`config.mk`:
```
export PLATFORM = sky130hd
export DESIGN_NAME = ifq_multi_issue
export DESIGN_NICKNAME = d
export VERILOG_FILES = /design/src/rtl/ifq_pkg.sv /design/src/rtl/ifq_line_buf.sv /design/src/rtl/ifq_multi_issue.sv
export SDC_FILE = /design/constraint.sdc
export NUM_CORES = 1
export LEC_CHECK = 0
export CORE_UTILIZATION = 30
export DETAILED_ROUTE_END_ITERATION = 10
export GPL_ROUTABILITY_DRIVEN = 0
export REMOVE_ABC_BUFFERS = 1
export SYNTH_ARGS = -nofsm -noshare
export SYNTH_HDL_FRONTEND = slang
export SYNTH_SLANG_ARGS = --single-unit
```
`constraint.sdc`:
```
create_clock -name clk -period 5.35 [get_ports clk]
set_input_delay 1.07 -clock clk [delete_from_list [all_inputs] [get_ports clk]]
set_output_delay 1.07 -clock clk [all_outputs]
set_load 0.03 [all_outputs]
```
`src/rtl/ifq_pkg.sv`:
```
// Shared types and helpers for the instruction fetch queue (ifq_multi_issue).
package ifq_pkg;

    localparam int unsigned INST_W     = 32;
    localparam int unsigned LINE_INSTS = 4;

    typedef logic [LINE_INSTS-1:0][INST_W-1:0] line_t;

    typedef enum logic {
        S_IDLE,
        S_REQ
    } fetch_state_e;

    // Clears the in-line byte offset; insts is the line size in words (power of 2).
    function automatic logic [INST_W-1:0] line_align(input logic [INST_W-1:0] pc,
                                                     input int unsigned       insts);
        logic [INST_W-1:0] sz;
        sz = INST_W'(insts) << 2;
        return pc & ~(sz - INST_W'(1));
    endfunction

endpackage

```
`src/rtl/ifq_line_buf.sv`:
```
// Circular store of fetched lines with base PCs; head and head+1 readable for spanning dispatch.
module ifq_line_buf #(
    parameter  int unsigned INST_W     = 32,
    parameter  int unsigned LINE_INSTS = 4,
    parameter  int unsigned DEPTH      = 4,
    localparam int unsigned LW         = LINE_INSTS * INST_W,
    localparam int unsigned PTR_W      = $clog2(DEPTH)
) (
    input  logic              clk,
    input  logic              rst_n,
    input  logic              flush,
    input  logic              wr_en,
    input  logic [LW-1:0]     wr_line,
    input  logic [INST_W-1:0] wr_pc,
    input  logic              pop,
    output logic [LW-1:0]     rd0_line,
    output logic [INST_W-1:0] rd0_pc,
    output logic [LW-1:0]     rd1_line,
    output logic [INST_W-1:0] rd1_pc,
    output logic [PTR_W:0]    count
);

    logic [LW-1:0]     line_mem [DEPTH];
    logic [INST_W-1:0] pc_mem   [DEPTH];

    logic [PTR_W-1:0] head_q, head_d, tail_q, tail_d, head_nx;
    logic [PTR_W:0]   count_q, count_d;

    always_comb begin
        head_d  = head_q;
        tail_d  = tail_q;
        count_d = count_q;
        if (flush) begin
            head_d  = '0;
            tail_d  = '0;
            count_d = '0;
        end else begin
            if (wr_en) tail_d = tail_q + 1'b1;
            if (pop)   head_d = head_q + 1'b1;
            count_d = count_q + (PTR_W+1)'(wr_en) - (PTR_W+1)'(pop);
        end
    end

    always_ff @(posedge clk or negedge rst_n) begin
        if (!rst_n) begin
            head_q  <= '0;
            tail_q  <= '0;
            count_q <= '0;
        end else begin
            head_q  <= head_d;
            tail_q  <= tail_d;
            count_q <= count_d;
        end
    end

    always_ff @(posedge clk) begin
        if (wr_en && !flush) begin
            line_mem[tail_q] <= wr_line;
            pc_mem[tail_q]   <= wr_pc;
        end
    end

    assign head_nx  = head_q + 1'b1;
    assign rd0_line = line_mem[head_q];
    assign rd0_pc   = pc_mem[head_q];
    assign rd1_line = line_mem[head_nx];
    assign rd1_pc   = pc_mem[head_nx];
    assign count    = count_q;

endmodule

```
`src/rtl/ifq_multi_issue.sv`:
```
// Instruction fetch queue: line fetch FSM, redirect handling and multi-slot dispatch.
// Optional IFQ_BYPASS_EN: cache line feeds dispatch combinationally when the queue is empty.
module ifq_multi_issue #(
    parameter  int unsigned       INST_W     = ifq_pkg::INST_W,
    parameter  int unsigned       LINE_INSTS = ifq_pkg::LINE_INSTS,
    parameter  int unsigned       DEPTH      = 4,
    parameter  int unsigned       DISP_W     = 2,
    parameter  logic [INST_W-1:0] RESET_PC   = '0,
    localparam int unsigned       CNT_W      = $clog2(DISP_W + 1)
) (
    input  logic                         clk,
    input  logic                         rst,
    output logic [INST_W-1:0]            pc_in,
    output logic                         cache_rd_en,
    output logic                         cache_abort,
    input  logic [LINE_INSTS*INST_W-1:0] dout,
    input  logic                         dout_valid,
    output logic [DISP_W*INST_W-1:0]     pc_out,
    output logic [DISP_W*INST_W-1:0]     inst,
    output logic [DISP_W-1:0]            inst_valid,
    output logic                         empty,
    input  logic [CNT_W-1:0]             inst_rd_cnt,
    input  logic [INST_W-1:0]            jmp_branch_address,
    input  logic                         jmp_branch_valid
);
    import ifq_pkg::*;

    localparam int unsigned OFF_W = $clog2(LINE_INSTS);
    localparam int unsigned PTR_W = $clog2(DEPTH);
    localparam int unsigned AW    = $clog2(2 * LINE_INSTS + 1);
    localparam int unsigned LW    = LINE_INSTS * INST_W;

    fetch_state_e      state_q, state_d;
    logic [INST_W-1:0] pc_in_q, pc_in_d;
    logic [OFF_W-1:0]  off_q, off_d;

    logic [PTR_W:0]    count, count_after;
    logic [LW-1:0]     rd0_line, rd1_line, src0_line;
    logic [INST_W-1:0] rd0_pc, rd1_pc, src0_pc;
    logic              accept, bypass, has0, has1, line_done, wr_en, pop;
    logic [AW-1:0]     rem0, avail, n_vis, rd_n, off_sum, w;

    always_comb begin
        accept = (state_q == S_REQ) && dout_valid && !jmp_branch_valid;
`ifdef IFQ_BYPASS_EN
        bypass = accept && (count == '0);
`else
        bypass = 1'b0;
`endif
        src0_line = bypass ? dout    : rd0_line;
        src0_pc   = bypass ? pc_in_q : rd0_pc;
        has0      = bypass || (count != '0);
        has1      = !bypass && (count > (PTR_W+1)'(1));
        rem0      = has0 ? (AW'(LINE_INSTS) - AW'(off_q)) : '0;
        avail     = rem0 + (has1 ? AW'(LINE_INSTS) : '0);
        n_vis     = (avail > AW'(DISP_W)) ? AW'(DISP_W) : avail;
        if (jmp_branch_valid)
            rd_n = '0;
        else
            rd_n = (AW'(inst_rd_cnt) < n_vis) ? AW'(inst_rd_cnt) : n_vis;
        off_sum   = AW'(off_q) + rd_n;
        line_done = has0 && (off_sum >= AW'(LINE_INSTS));
        // A bypassed line that is fully consumed never enters the queue.
        wr_en       = accept && !(bypass && line_done);
        pop         = line_done && !bypass && !jmp_branch_valid;
        count_after = count + (PTR_W+1)'(wr_en) - (PTR_W+1)'(pop);
        empty       = (n_vis == '0);
    end

    always_comb begin
        inst_valid = '0;
        pc_out     = '0;
        inst       = '0;
        w          = '0;
        for (int unsigned k = 0; k < DISP_W; k++) begin
            w = AW'(off_q) + AW'(k);
            if (AW'(k) < n_vis) begin
                inst_valid[k] = 1'b1;
                if (w < AW'(LINE_INSTS)) begin
                    inst[k*INST_W +: INST_W]   = src0_line[w*INST_W +: INST_W];
                    pc_out[k*INST_W +: INST_W] = src0_pc + (INST_W'(w) << 2);
                end else begin
                    inst[k*INST_W +: INST_W]   = rd1_line[(w - AW'(LINE_INSTS))*INST_W +: INST_W];
                    pc_out[k*INST_W +: INST_W] = rd1_pc + (INST_W'(w - AW'(LINE_INSTS)) << 2);
                end
            end
        end
    end

    always_comb begin
        state_d     = state_q;
        pc_in_d     = pc_in_q;
        off_d       = off_q;
        cache_abort = 1'b0;
        if (jmp_branch_valid) begin
            state_d     = S_REQ;
            pc_in_d     = line_align(jmp_branch_address, LINE_INSTS);
            off_d       = jmp_branch_address[OFF_W+1:2];
            cache_abort = (state_q == S_REQ) && !dout_valid;
        end else begin
            off_d = line_done ? OFF_W'(off_sum - AW'(LINE_INSTS)) : OFF_W'(off_sum);
            case (state_q)
                S_IDLE: if (count_after < (PTR_W+1)'(DEPTH)) state_d = S_REQ;
                S_REQ: begin
                    if (accept) begin
                        pc_in_d = pc_in_q + INST_W'(LINE_INSTS * 4);
                        if (count_after >= (PTR_W+1)'(DEPTH)) state_d = S_IDLE;
                    end
                end
                default: state_d = S_IDLE;
            endcase
        end
    end

    always_ff @(posedge clk or negedge rst) begin
        if (!rst) begin
            state_q <= S_IDLE;
            pc_in_q <= RESET_PC;
            off_q   <= '0;
        end else begin
            state_q <= state_d;
            pc_in_q <= pc_in_d;
            off_q   <= off_d;
        end
    end

    assign pc_in       = pc_in_q;
    assign cache_rd_en = (state_q == S_REQ);

    ifq_line_buf #(
        .INST_W     (INST_W),
        .LINE_INSTS (LINE_INSTS),
        .DEPTH      (DEPTH)
    ) u_line_buf (
        .clk      (clk),
        .rst_n    (rst),
        .flush    (jmp_branch_valid),
        .wr_en    (wr_en),
        .wr_line  (dout),
        .wr_pc    (pc_in_q),
        .pop      (pop),
        .rd0_line (rd0_line),
        .rd0_pc   (rd0_pc),
        .rd1_line (rd1_line),
        .rd1_pc   (rd1_pc),
        .count    (count)
    );

endmodule

```
==> run metrics <==
status=finished, final reports clean; starting density of the core=30.2%; area of the mapped netlist=34000 sq um; final net count=between 2000 and 3000; total via count in the routed design=21152; Total Wirelength=between 90 and 100 mm; width of the die=339 um; primary flip-flop cell chosen by synthesis mapping=edfxtp_1; residual DRC count=0; GR Util All Layers=16.0%; highest attainable clock frequency=0.190 GHz; classification of the worst-slack hold path=in -> async; share of the synthesized area in the top cell type=around 55%; post-route clock skew=about 0.039 ns; capture instance of the worst register-to-register path=cache_rd_en; detailed-router iteration count before antenna repair=6; buffers added on ports=320; DIE AREA=115000 sq um; most common library cells after synthesis=624 x edfxtp_1, 259 x mux4_2, 155 x nor2_1, 124 x nand2_1, 105 x mux2i_1; detailed-route vias per instance=5.25; Worst slew margin=40.4%; total count of hold-check failures in the final report=0; leading cell type by number of instances after synthesis=edfxtp_1; shortest period the worst path allows=approximately 5.3 ns; clock edge transition at the registers on the reported setup and hold paths=~0.060 ns; number of hold buffers added after cts=0; number of buffers created by CTS=78; RSZ-0062 raised after global routing=yes; gate count after technology mapping=2128; standard-cell rows=~120; post-route clock period utilization=98.5%; vertical die dimension=339 um; global route overflow=0; flop and latch count out of synthesis=662; synth-to-layout area growth=23.9%; detailed placement HPWL=approximately 59 mm; Top Ports=331; startpoint of the most critical setup path=u_line_buf.head_q[0]; H-Tree Level Count=3; share of post-route cells with drive strength above 1=25.3%; Worst-Skew Late Latency=0.67 ns; proportion of synthesized flip-flops having asynchronous set or reset=5.74%; Avg Synthesized Cell Area=16.0 sq um; EDFF count, synth=624; leading area contributor after synthesis=edfxtp_1; Leak Pwr=13.9 nW; maximum capacitance violations=0; crit path kind=reg -> out; final setup vio count=0; number of buffers on the longest clock path=3; Pins Over Slew Limit=0; startpoint of the most critical register-to-register path=u_line_buf.count[1]; minimum setup slack among reg-to-reg paths=0.77 ns; maximum ir drop on the vdd rail=0.519 mV; CTS tree=built; ranking of synthesized cells by area=edfxtp_1 55%, mux4_2 17%, mux2i_1 3.1%, dfrtp_1 2.8%, o211a_1 1.9%; Req. time, crit path=around 4.3 ns; core region area=112000 sq um; logic depth of the worst register-to-register path=25; Yosys warnings=0; clock net sink count=662; sequential fraction of the synthesis area=57.9%; number of nets with antenna violations after routing=0; Post-Route Hold Slack=0.535 ns; worst path arrival time=4.20 ns; antenna violations before repair=21; wire length of the first global-routing pass=139 mm; maximum number of pins on one net before global-route repair=147; overall power of the completed layout=25.5 mW; average routed wire per standard cell=23.2 um; maximum fanout encountered on the critical timing path=6; startpoint kind of the worst setup timing path=flip-flop; sum of negative setup slack=0 ns; vias in the first global route=22360; power density cells=about 600 nW/um^2; layout filler cell count=roughly 10000; slew of the pin with the lowest slew margin=0.894 ns; Netlist cell types=66; DRC marker count from the first detailed-route iteration=1436; kind of end point of the critical path=output port; Clock Root Buffer=clkbuf_16; multi-input combinational cell area=around 14000 sq um; combined flip-flop and latch cell area=19700 sq um
-- power by group --
group          total (mW)  internal, mW  switching (mW)  leakage (nW)
combinational        13.9          5.59            8.35          6.53
clock                5.32          3.12            2.20          1.25
sequential           6.25          6.05           0.200          6.14
-- cell families (layout without fill, tap and decap cells) --
group / Yosys count / count (layout) / share of synthesized area, %
DFF: 662 / 662 / 57.9
muxes: 416 / 416 / 22.7
buffers and inverters: 176 / 568 / 2.91
adders and majority gates: 48 / 48 / 1.81
xor gates and xnor gates: 95 / 95 / 2.45
and+or+nand+nor: 387 / 387 / 5.07
AOI/OAI and AO/OA: 343 / 343 / 7.09
other: 1 / 13 / 0.0110
-- worst max path at each step --
| stage | to | slack [ns] | cells past startpoint |
|---|---|---|---|
| after global routing | pc_out[60] | -0.07 | 13 |
| final | pc_out[60] | 0.08 | 13 |
| after detailed placement | pc_out[60] | 0.31 | 13 |
| after CTS | pc_out[63] | 0.005 | 14 |
| after global placement | pc_out[57] | 0.23 | 13 |
| after floorplan | pc_out[55] | -9.49 | 8 |
-- layer usage --
layer	up-vias	part of all wire [%]	GRT usage, %
met5	-	0.22	0
met4	34	2.3	4.86
met3	163	7.3	4.21
met2	687	50	27.8
met1	10932	40	19.3
li1	9336	-	-
-- cell usage in the layout, fill, tap and decap left out, types with 6 or more instances in the layout --
cell type        count
conb_1              10
nand2_1            123
a211oi_1            48
o211a_1             64
xnor2_1             44
mux4_1              11
a21o_1              15
mux2i_1            105
nand4_1              8
dfrtp_1             35
clkbuf_1            11
clkbuf_16           80
clkinv_2            19
and2_1              19
and3_1               8
xor2_1              51
ha_1                31
mux2_2              35
nand3_1             26
inv_1               14
nor2_1             154
ha_4                12
edfxtp_1           624
o221ai_1            32
o21ai_0             48
clkinv_1            12
a21oi_1             98
clkdlybuf4s50_1    235
buf_12              34
bufinv_16            8
nor3_1              11
buf_4              123
mux4_2             259
mux4_4               6
-- critical path, stage by stage, from the launching register on --
cell and delay [ns]:
dfrtp_4 0.48, buf_8 0.14, mux4_2 0.53, ha_4 0.30
o211ai_1 0.11, o211ai_1 0.28, or4b_4 0.53, a211oi_2 0.27
buf_4 0.17, a221o_1 0.15, a21oi_1 0.07, xor2_1 0.17
o2bb2ai_2 0.22, buf_12 0.15
-- stage by stage --
stage | util, % | cells | cell area [sq um] | setup slack [ns]
2_1_floorplan | - | 1980 | 33100 | -9.49
3_3_place_gp | 34.7 | 3870 | 39000 | 0.232
3_5_place_dp | 34.7 | 3870 | 39000 | 0.310
4_1_cts | 37.3 | 4026 | 41900 | 0.00542
5_1_grt | 37.5 | 4030 | 42100 | -0.0707
6_report | 37.5 | 4032 | 42100 | 0.0787
-- sequential cells by signal (all words and copies together), names as in the netlist --
signal and flops:
u_line_buf.count 3, u_line_buf.tail_q 2, u_line_buf.line_mem 512, cache_rd_en 1
off_q 2, pc_in 28, u_line_buf.head_q 2, u_line_buf.pc_mem 112
-- what timing repair did --
action,CTS,global route
setup buffers,13,3
resized for setup,30,29
pin swaps,9,8
setup endpoints to repair,36,26
cloned,2,1
-- area by class of cell --
cell class	count	area share, %
Multi-Input combinational cell	1299	32.3
Timing Repair Buffer	408	10.0
Inverter	19	0.199
Clock inverter	51	1.35
Antenna cell	3	0.0178
Tap cell	1500	4.46
Clock buffer	90	4.79
Sequential cell	662	46.8
(Power assumes the default switching activity.)
